==> src/rtl/alu_sequencer_if.sv <==
// Request, ALU and response signals of the ALU issue sequencer.
// The master side issues requests and provides the ALU; the slave side is the sequencer.
interface alu_sequencer_if;
  logic        req_valid;
  logic        req_ready;
  logic [3:0]  req_op;
  logic [31:0] req_a;
  logic [31:0] req_b;
  logic [3:0]  alu_op;
  logic [31:0] alu_a;
  logic [31:0] alu_b;
  logic [63:0] alu_result;
  logic        alu_zero;
  logic        rsp_valid;
  logic        rsp_ready;
  logic [31:0] z_hi;
  logic [31:0] z_lo;
  logic        rsp_zero;
  logic        rsp_div0;
  logic        rsp_illegal;
  logic        busy;

  modport master (
    output req_valid, req_op, req_a, req_b, alu_result, alu_zero, rsp_ready,
    input  req_ready, alu_op, alu_a, alu_b, rsp_valid, z_hi, z_lo,
           rsp_zero, rsp_div0, rsp_illegal, busy
  );

  modport slave (
    input  req_valid, req_op, req_a, req_b, alu_result, alu_zero, rsp_ready,
    output req_ready, alu_op, alu_a, alu_b, rsp_valid, z_hi, z_lo,
           rsp_zero, rsp_div0, rsp_illegal, busy
  );
endinterface

==> src/rtl/alu_sequencer.sv <==
// Issue controller for a combinational 32-bit ALU: holds operands stable for a
// per-op settle window, captures the 64-bit result and returns it over valid/ready.
module alu_sequencer #(
  parameter int unsigned MUL_CYCLES = 4,
  parameter int unsigned DIV_CYCLES = 8
) (
  input logic             clock,
  input logic             clear,
  alu_sequencer_if.slave  seq
);

  typedef enum logic [1:0] {IDLE, EXEC, DONE} state_t;
  typedef enum logic [1:0] {K_NORMAL, K_DIV0, K_ILLEGAL} kind_t;

  localparam logic [3:0] OP_MUL = 4'b0101;
  localparam logic [3:0] OP_DIV = 4'b0110;
  localparam logic [3:0] OP_MAX = 4'b1010;
  localparam logic [3:0] MUL_M1 = 4'(MUL_CYCLES - 1);
  localparam logic [3:0] DIV_M1 = 4'(DIV_CYCLES - 1);

  state_t     state, next_state;
  kind_t      kind, kind_n;
  logic [3:0] cnt, cnt_load;
  logic       accept, capture;

  always_ff @(posedge clock) begin
    if (clear) state <= IDLE;
    else       state <= next_state;
  end

  always_comb begin
    next_state    = state;
    seq.req_ready = 1'b0;
    seq.rsp_valid = 1'b0;
    seq.busy      = 1'b1;
    accept        = 1'b0;
    capture       = 1'b0;
    unique case (state)
      IDLE: begin
        seq.req_ready = 1'b1;
        seq.busy      = 1'b0;
        accept        = seq.req_valid;
        if (seq.req_valid) next_state = EXEC;
      end
      EXEC: begin
        capture = (cnt == 4'd0);
        if (cnt == 4'd0) next_state = DONE;
      end
      DONE: begin
        seq.rsp_valid = 1'b1;
        if (seq.rsp_ready) next_state = IDLE;
      end
      default: next_state = IDLE;
    endcase
  end

  // Special ops are classified at accept so the capture edge needs no operand decode.
  always_comb begin
    kind_n   = K_NORMAL;
    cnt_load = 4'd0;
    if (seq.req_op > OP_MAX) begin
      kind_n = K_ILLEGAL;
    end else if (seq.req_op == OP_DIV) begin
      if (seq.req_b == '0) kind_n   = K_DIV0;
      else                 cnt_load = DIV_M1;
    end else if (seq.req_op == OP_MUL) begin
      cnt_load = MUL_M1;
    end
  end

  always_ff @(posedge clock) begin
    if (clear) begin
      seq.alu_op      <= '0;
      seq.alu_a       <= '0;
      seq.alu_b       <= '0;
      seq.z_hi        <= '0;
      seq.z_lo        <= '0;
      seq.rsp_zero    <= 1'b0;
      seq.rsp_div0    <= 1'b0;
      seq.rsp_illegal <= 1'b0;
      cnt             <= '0;
      kind            <= K_NORMAL;
    end else begin
      if (accept) begin
        seq.alu_op <= seq.req_op;
        seq.alu_a  <= seq.req_a;
        seq.alu_b  <= seq.req_b;
        cnt        <= cnt_load;
        kind       <= kind_n;
      end else if (state == EXEC && cnt != 4'd0) begin
        cnt <= cnt - 4'd1;
      end
      if (capture) begin
        if (kind == K_NORMAL) begin
          seq.z_hi     <= seq.alu_result[63:32];
          seq.z_lo     <= seq.alu_result[31:0];
          seq.rsp_zero <= seq.alu_zero;
        end else begin
          seq.z_hi     <= '0;
          seq.z_lo     <= '0;
          seq.rsp_zero <= 1'b1;
        end
        seq.rsp_div0    <= (kind == K_DIV0);
        seq.rsp_illegal <= (kind == K_ILLEGAL);
      end
    end
  end

endmodule

==> src/flat_wrapper.sv <==
// flat-port wrapper written by rule: the top's interface ports become plain ports
module alu_sequencer_flat 
#(
  parameter int unsigned MUL_CYCLES = 4,
  parameter int unsigned DIV_CYCLES = 8
)
  (clock, clear, seq_req_valid, seq_req_op, seq_req_a, seq_req_b, seq_alu_result, seq_alu_zero, seq_rsp_ready, seq_req_ready, seq_alu_op, seq_alu_a, seq_alu_b, seq_rsp_valid, seq_z_hi, seq_z_lo, seq_rsp_zero, seq_rsp_div0, seq_rsp_illegal, seq_busy);
  alu_sequencer_if seq_i ();
  input logic clock;
  input logic clear;
  input wire logic [$bits(seq_i.req_valid)-1:0] seq_req_valid;
  input wire logic [$bits(seq_i.req_op)-1:0] seq_req_op;
  input wire logic [$bits(seq_i.req_a)-1:0] seq_req_a;
  input wire logic [$bits(seq_i.req_b)-1:0] seq_req_b;
  input wire logic [$bits(seq_i.alu_result)-1:0] seq_alu_result;
  input wire logic [$bits(seq_i.alu_zero)-1:0] seq_alu_zero;
  input wire logic [$bits(seq_i.rsp_ready)-1:0] seq_rsp_ready;
  output wire logic [$bits(seq_i.req_ready)-1:0] seq_req_ready;
  output wire logic [$bits(seq_i.alu_op)-1:0] seq_alu_op;
  output wire logic [$bits(seq_i.alu_a)-1:0] seq_alu_a;
  output wire logic [$bits(seq_i.alu_b)-1:0] seq_alu_b;
  output wire logic [$bits(seq_i.rsp_valid)-1:0] seq_rsp_valid;
  output wire logic [$bits(seq_i.z_hi)-1:0] seq_z_hi;
  output wire logic [$bits(seq_i.z_lo)-1:0] seq_z_lo;
  output wire logic [$bits(seq_i.rsp_zero)-1:0] seq_rsp_zero;
  output wire logic [$bits(seq_i.rsp_div0)-1:0] seq_rsp_div0;
  output wire logic [$bits(seq_i.rsp_illegal)-1:0] seq_rsp_illegal;
  output wire logic [$bits(seq_i.busy)-1:0] seq_busy;
  assign seq_i.req_valid = seq_req_valid;
  assign seq_i.req_op = seq_req_op;
  assign seq_i.req_a = seq_req_a;
  assign seq_i.req_b = seq_req_b;
  assign seq_i.alu_result = seq_alu_result;
  assign seq_i.alu_zero = seq_alu_zero;
  assign seq_i.rsp_ready = seq_rsp_ready;
  assign seq_req_ready = seq_i.req_ready;
  assign seq_alu_op = seq_i.alu_op;
  assign seq_alu_a = seq_i.alu_a;
  assign seq_alu_b = seq_i.alu_b;
  assign seq_rsp_valid = seq_i.rsp_valid;
  assign seq_z_hi = seq_i.z_hi;
  assign seq_z_lo = seq_i.z_lo;
  assign seq_rsp_zero = seq_i.rsp_zero;
  assign seq_rsp_div0 = seq_i.rsp_div0;
  assign seq_rsp_illegal = seq_i.rsp_illegal;
  assign seq_busy = seq_i.busy;
  alu_sequencer #(.MUL_CYCLES(MUL_CYCLES), .DIV_CYCLES(DIV_CYCLES)) u_core (.clock(clock), .clear(clear), .seq(seq_i));
endmodule
==> config.mk <==
export PLATFORM = sky130hd
export DESIGN_NAME = alu_sequencer_flat
export DESIGN_NICKNAME = d
export VERILOG_FILES = /design/src/rtl/alu_sequencer_if.sv /design/src/rtl/alu_sequencer.sv /design/src/flat_wrapper.sv
export SDC_FILE = /design/constraint.sdc
export NUM_CORES = 1
export LEC_CHECK = 0
export ABC_AREA = 1
export BUFFER_PORTS_ARGS = -buffer_cell sky130_fd_sc_hd__buf_2
export CAP_MARGIN = 20
export CORE_ASPECT_RATIO = 0.8
export CORE_UTILIZATION = 45
export CTS_CLUSTER_SIZE = 16
export DETAILED_ROUTE_END_ITERATION = 8
export PLACE_DENSITY = 0.79
export SYNTH_ARGS = -nofsm -noshare
export SYNTH_HDL_FRONTEND = slang
export SYNTH_SLANG_ARGS = --single-unit
==> constraint.sdc <==
create_clock -name clock -period 1.5 [get_ports clock]
set_input_delay 0.15 -clock clock [delete_from_list [all_inputs] [get_ports clock]]
set_output_delay 0.15 -clock clock [all_outputs]
set_load 0.005 [all_outputs]
# After elaboration in Yosys (flattened, before gate mapping)
# Cells that the tools add are included.
[classes] n_addsub=1 magnitude_cmp=1 n_eq_ne=9 muxes=21 reduce_logical=8
[op_table] cell="$mux 32" n=2
[op_table] cell="$logic_not 32->1" n=1
[op_table] cell="$mux 4" n=4
[op_table] cell="$mux 2" n=6
[op_table] cell="$eq 4x3->1 const B" n=2
[op_table] cell="$mux 1" n=7
[op_table] cell="$pmux 2 s3" n=1
[op_table] cell="$eq 2x1->1 const B" n=2
[op_table] cell="$eq 2x2->1 const B" n=2
[op_table] cell="$gt 4x4->1 const B" n=1
[op_table] cell="$logic_not 2->1" n=2
[op_table] cell="$logic_not 4->1" n=1
[op_table] cell="$ne 2x2->1 const B" n=2
[op_table] cell="$reduce_bool 4->1" n=1
[op_table] cell="$sub 4x1->4 const B" n=1
[op_table] cell="$mux 3" n=1
[op_table] cell="$reduce_and 3->1" n=1
[op_table] cell="$ne 2x1->1 const B" n=1
[op_table] cell="$reduce_bool 2->1" n=1
[op_table] cell="$logic_and 1x1->1" n=1
[totals] reg_bits=143 in_bits=137 output_inout_bits=138 word_cells=51

# Logic depth before layout (Yosys ltp)
[logic_depth] ltp_word=5 ltp_mapped=10 mapped_depth_nobuf=10

# Worst setup path after synthesis
# No wires, ideal clock.
[synth_path] path_type="flip-flop to flip-flop" from="register u_core.cnt[0]" to="register u_core.seq.z_hi[0]" setup_ps=142 t_arrival_ps=1214 t_required_ps=1358 path_slack_ps=144 path_stages_with_launch=11 path_buffers=2 synth_period_minus_slack_ps=1356 path_cell_list="dfxtp_1 -> inv_1 -> ha_1 -> nand2_1 -> inv_2 -> nand2_2 -> clkinv_2 -> buf_6 -> buf_8 -> nand3_2 -> a21oi_2"
[synth_between] elab_chain_len=2
[synth_rtl] item="start: declaration" line_no="alu_sequencer.sv:23" text="logic [3:0] cnt, cnt_load;"
[synth_rtl] item="start signal: assignment" line_no="alu_sequencer.sv:88" text="cnt <= cnt_load;"
[synth_rtl] item="start signal: assignment" line_no="alu_sequencer.sv:91" text="cnt <= cnt - 4'd1;"
[synth_rtl] item="$logic_not 4->1" line_no="alu_sequencer.sv:46" text="capture = (cnt == 4'd0);"
[synth_rtl] item="$mux 1" line_no="alu_sequencer.sv:38" text="unique case (state)"
[synth_rtl] item="end signal: assignment" line_no="alu_sequencer.sv:95" text="seq.z_hi <= seq.alu_result[63:32];"
[synth_rtl] item="end: declaration" line_no="alu_sequencer_if.sv:31" text="output req_ready, alu_op, alu_a, alu_b, rsp_valid, z_hi, z_lo,"
# No other way between the ends.
# A chain may end at the register's enable or synchronous reset.

# Worst setup path in the final report
[layout_path] from="register u_core.cnt[1]" to="register u_core.seq.z_hi[13]"
# Same word-level chain as after synthesis.

==> flow_summary.ini <==
[synth]
avgSynthCellArea_um2 = 7.88
netlist_area_um2 = 5440
ys_dominant_reg_cell = dfxtp_1
synth_cell_type_count = 29
synth_top_area_share_pct = 52.6
ys_seq_area_share_pct = 52.6
yosys_warnings = 0
synthesis.nets = 828
ys_ff_latch = 143
yosys.area.top_type = dfxtp_1
synth_edf_count = 0
synth.most_common_cell = nor2_1
synthTopCellsByArea = dfxtp_1, nor2_1, o21ai_0, nand2_1, a21oi_1
syn-instance-count = 690
ys_async_sr_fraction_pct = 0
netlist_top_cells_count = nor2_1, dfxtp_1, nand2_1

[setup_path]
cpPeakStageDelay_ns = 0.31
cpMaxStageDelayCell = dfxtp_1
critPathKind = register to register
cp_top_family = buffers and inverters
arrival_ns = 1.70
crit_chain = inv_1, ha_2, nand2_1, inv_2, nand2_4, inv_8, clkbuf_16, nand3_1, a21oi_1
r2r-start = u_core.cnt[1]
path_buf_inv = 4
end_kind = register
worstPathMaxFanout = 12
startpoint = u_core.cnt[1]
cp-start-kind = register
cp.required_ns = 1.83

[timing]
grt_setup_unrepaired = true
fin_tns_setup_ns = 0
fmax_mhz = 727
worst_pin_slew_ns = 0.338
final_hold_viol_count = 0
period_minus_slack_ns = 1.38
timing.hold.ws_ns = 0.00995
slew_violations = 0
fin_crit_sh_pct = 91.8
setup_viol = 0
slew_headroom_pct = 77.5
clock_skew_ns = 0.00783

[drt]
drt_pre_antenna_iters = 7
routed_wl_um = 16300
num_vias = 5858
via_per_inst = 4.94
drc = 29
postRouteAntennaNets = 0
routedWlPerCell_um = 13.7
drt_iter0_markers = 275

[cells_and_area]
drive_gt1_share_pct = 34.6
antenna_cells = 0
final_core_util_pct = 71.6
nNetsFinal = 1164
postLayoutCellArea_um2 = 8340
syn2layout_area_growth_pct = 53.3

[hold_path]
min_path_type = input pin to register
min_from = seq_req_a[18]

[clock_network]
clk_pin_slew_ns = 0.06
cts.path.max_buffers = 2
clk_latency_ns = 0.40
ctsHtreeMaxLevel = 4
cts_root_buf = clkbuf_16
cts_buffers = 17
cts.sinks = 143
cts_tree = yes

[pwr]
p_leak_nw = 3.92
p_per_area_nw_per_um2 = 1270
vdd_ir_drop_max_uv = 821
total_power_mw = 10.6

[die]
start_util_pct = 46.7
io_pins = 275
die_area_um2 = 12500
core-area_um2 = 11600
die_y_um = 100
rows = 35
chipWidth_um = 125

[global_route]
grt_pass1_vias = 5502
top_usage_layer = met2
grt_overflow_total = 0
grt_pass1_wl_um = 26000
met3_usage_pct = 6.56
met1_usage_pct = 31.6
grt_max_degree = 73
grt_usage_pct = 25.9
antenna_found_initial = 1
use_met2_pct = 42.4

[status]
status = complete, but fails checks
violations = DRC

[placement]
hpwl_um = 10200
place_area_um2 = 6950
io_buffers = 274
place.gp.congestion = 0.771

[run]
drv_cap = 0
-- layer usage --
metal | routed length [µm] | vias up | part of all wire [%]
li1 | - | 2930 | -
met1 | 6940 | 2633 | 43
met2 | 7760 | 243 | 48
met3 | 1010 | 52 | 6.2
met4 | 592 | 0 | 3.6
met5 | 0 | - | 0
-- where the power goes --
group / switching, mW / internal, mW / leakage, nW
combinational: 1.09 / 0.966 / 2.47
sequential: 0.176 / 4.16 / 1.17
clock: 1.62 / 2.61 / 0.279
total: 2.88 / 7.74 / 3.92
-- repair_timing --
item / CTS / global route
setup endpoints to repair: 0 / 67
endpoints found under the hold margin: 69 / 1
resized for setup: 0 / 13
buffers inserted: 0 / 0
hold buffers: 69 / 1
-- kinds of logic after synthesis --
group                      after synthesis  share of synthesized area (%)
AOI/OAI and AO/OA                      153                           15.2
adders and majority gates                1                          0.230
buffers and inverters                   73                           7.01
DFF                                    143                           52.6
and+or+nand+nor                        320                           25.0
-- worst min-delay path, cell delays in order --
cell	delay [ns]
buf_2	0.07
o21ai_0	0.07
nor2_1	0.08
-- registers in the layout, summed over array words and instances (netlist names), 2 cells and up --
signal	flops
u_core.seq.alu_op	4
u_core.seq.z_lo	32
u_core.cnt	4
u_core.kind	2
u_core.seq.alu_a	32
u_core.seq.z_hi	32
u_core.state	2
u_core.seq.alu_b	32
-- path summary, 6_finish.rpt --
| path | endpoint | cells past startpoint | slack, ns |
|---|---|---|---|
| min | u_core.seq.alu_a[18] | 3 | 0.01 |
| max reg2reg | u_core.seq.z_hi[13] | 9 | 0.12 |
| max | u_core.seq.z_hi[13] | 9 | 0.12 |
| min reg2reg | u_core.seq.z_lo[2] | 2 | 0.46 |
-- stage by stage --
stage / cells / setup WS (ns)
6_report: 1186 / 0.124
5_1_grt: 1186 / -0.0123
4_1_cts: 1183 / 0.0343
3_5_place_dp: 1083 / 0.0508
3_3_place_gp: 1083 / 0.103
2_1_floorplan: 690 / 0.144
-- placed cells by master (no fill, tap or decap), drive strengths merged --
cell,synthesis,layout
a211oi,3,3
a21oi,74,74
buf,33,295
bufinv,0,3
clkbuf,17,20
clkinv,1,4
clkinvlp,0,4
dfxtp,143,143
dlygate4sd3,0,70
ha,1,1
inv,22,25
nand2,88,88
nand3,69,69
nand4,1,1
nor2,160,160
nor3,2,2
o211a,1,1
o211ai,1,1
o21ai,73,73
o31ai,1,1
-- area by class of cell --
class | instances | area (µm²)
multi-input cells | 474 | 2210
inverters | 23 | 93.8
repair buffers | 367 | 2390
clock inverters | 13 | 165
flip-flops and latches | 143 | 2860
fillers | 966 | 3310
well taps | 148 | 185
clock buffers | 18 | 429
Power figures use the tool's default switching activity.
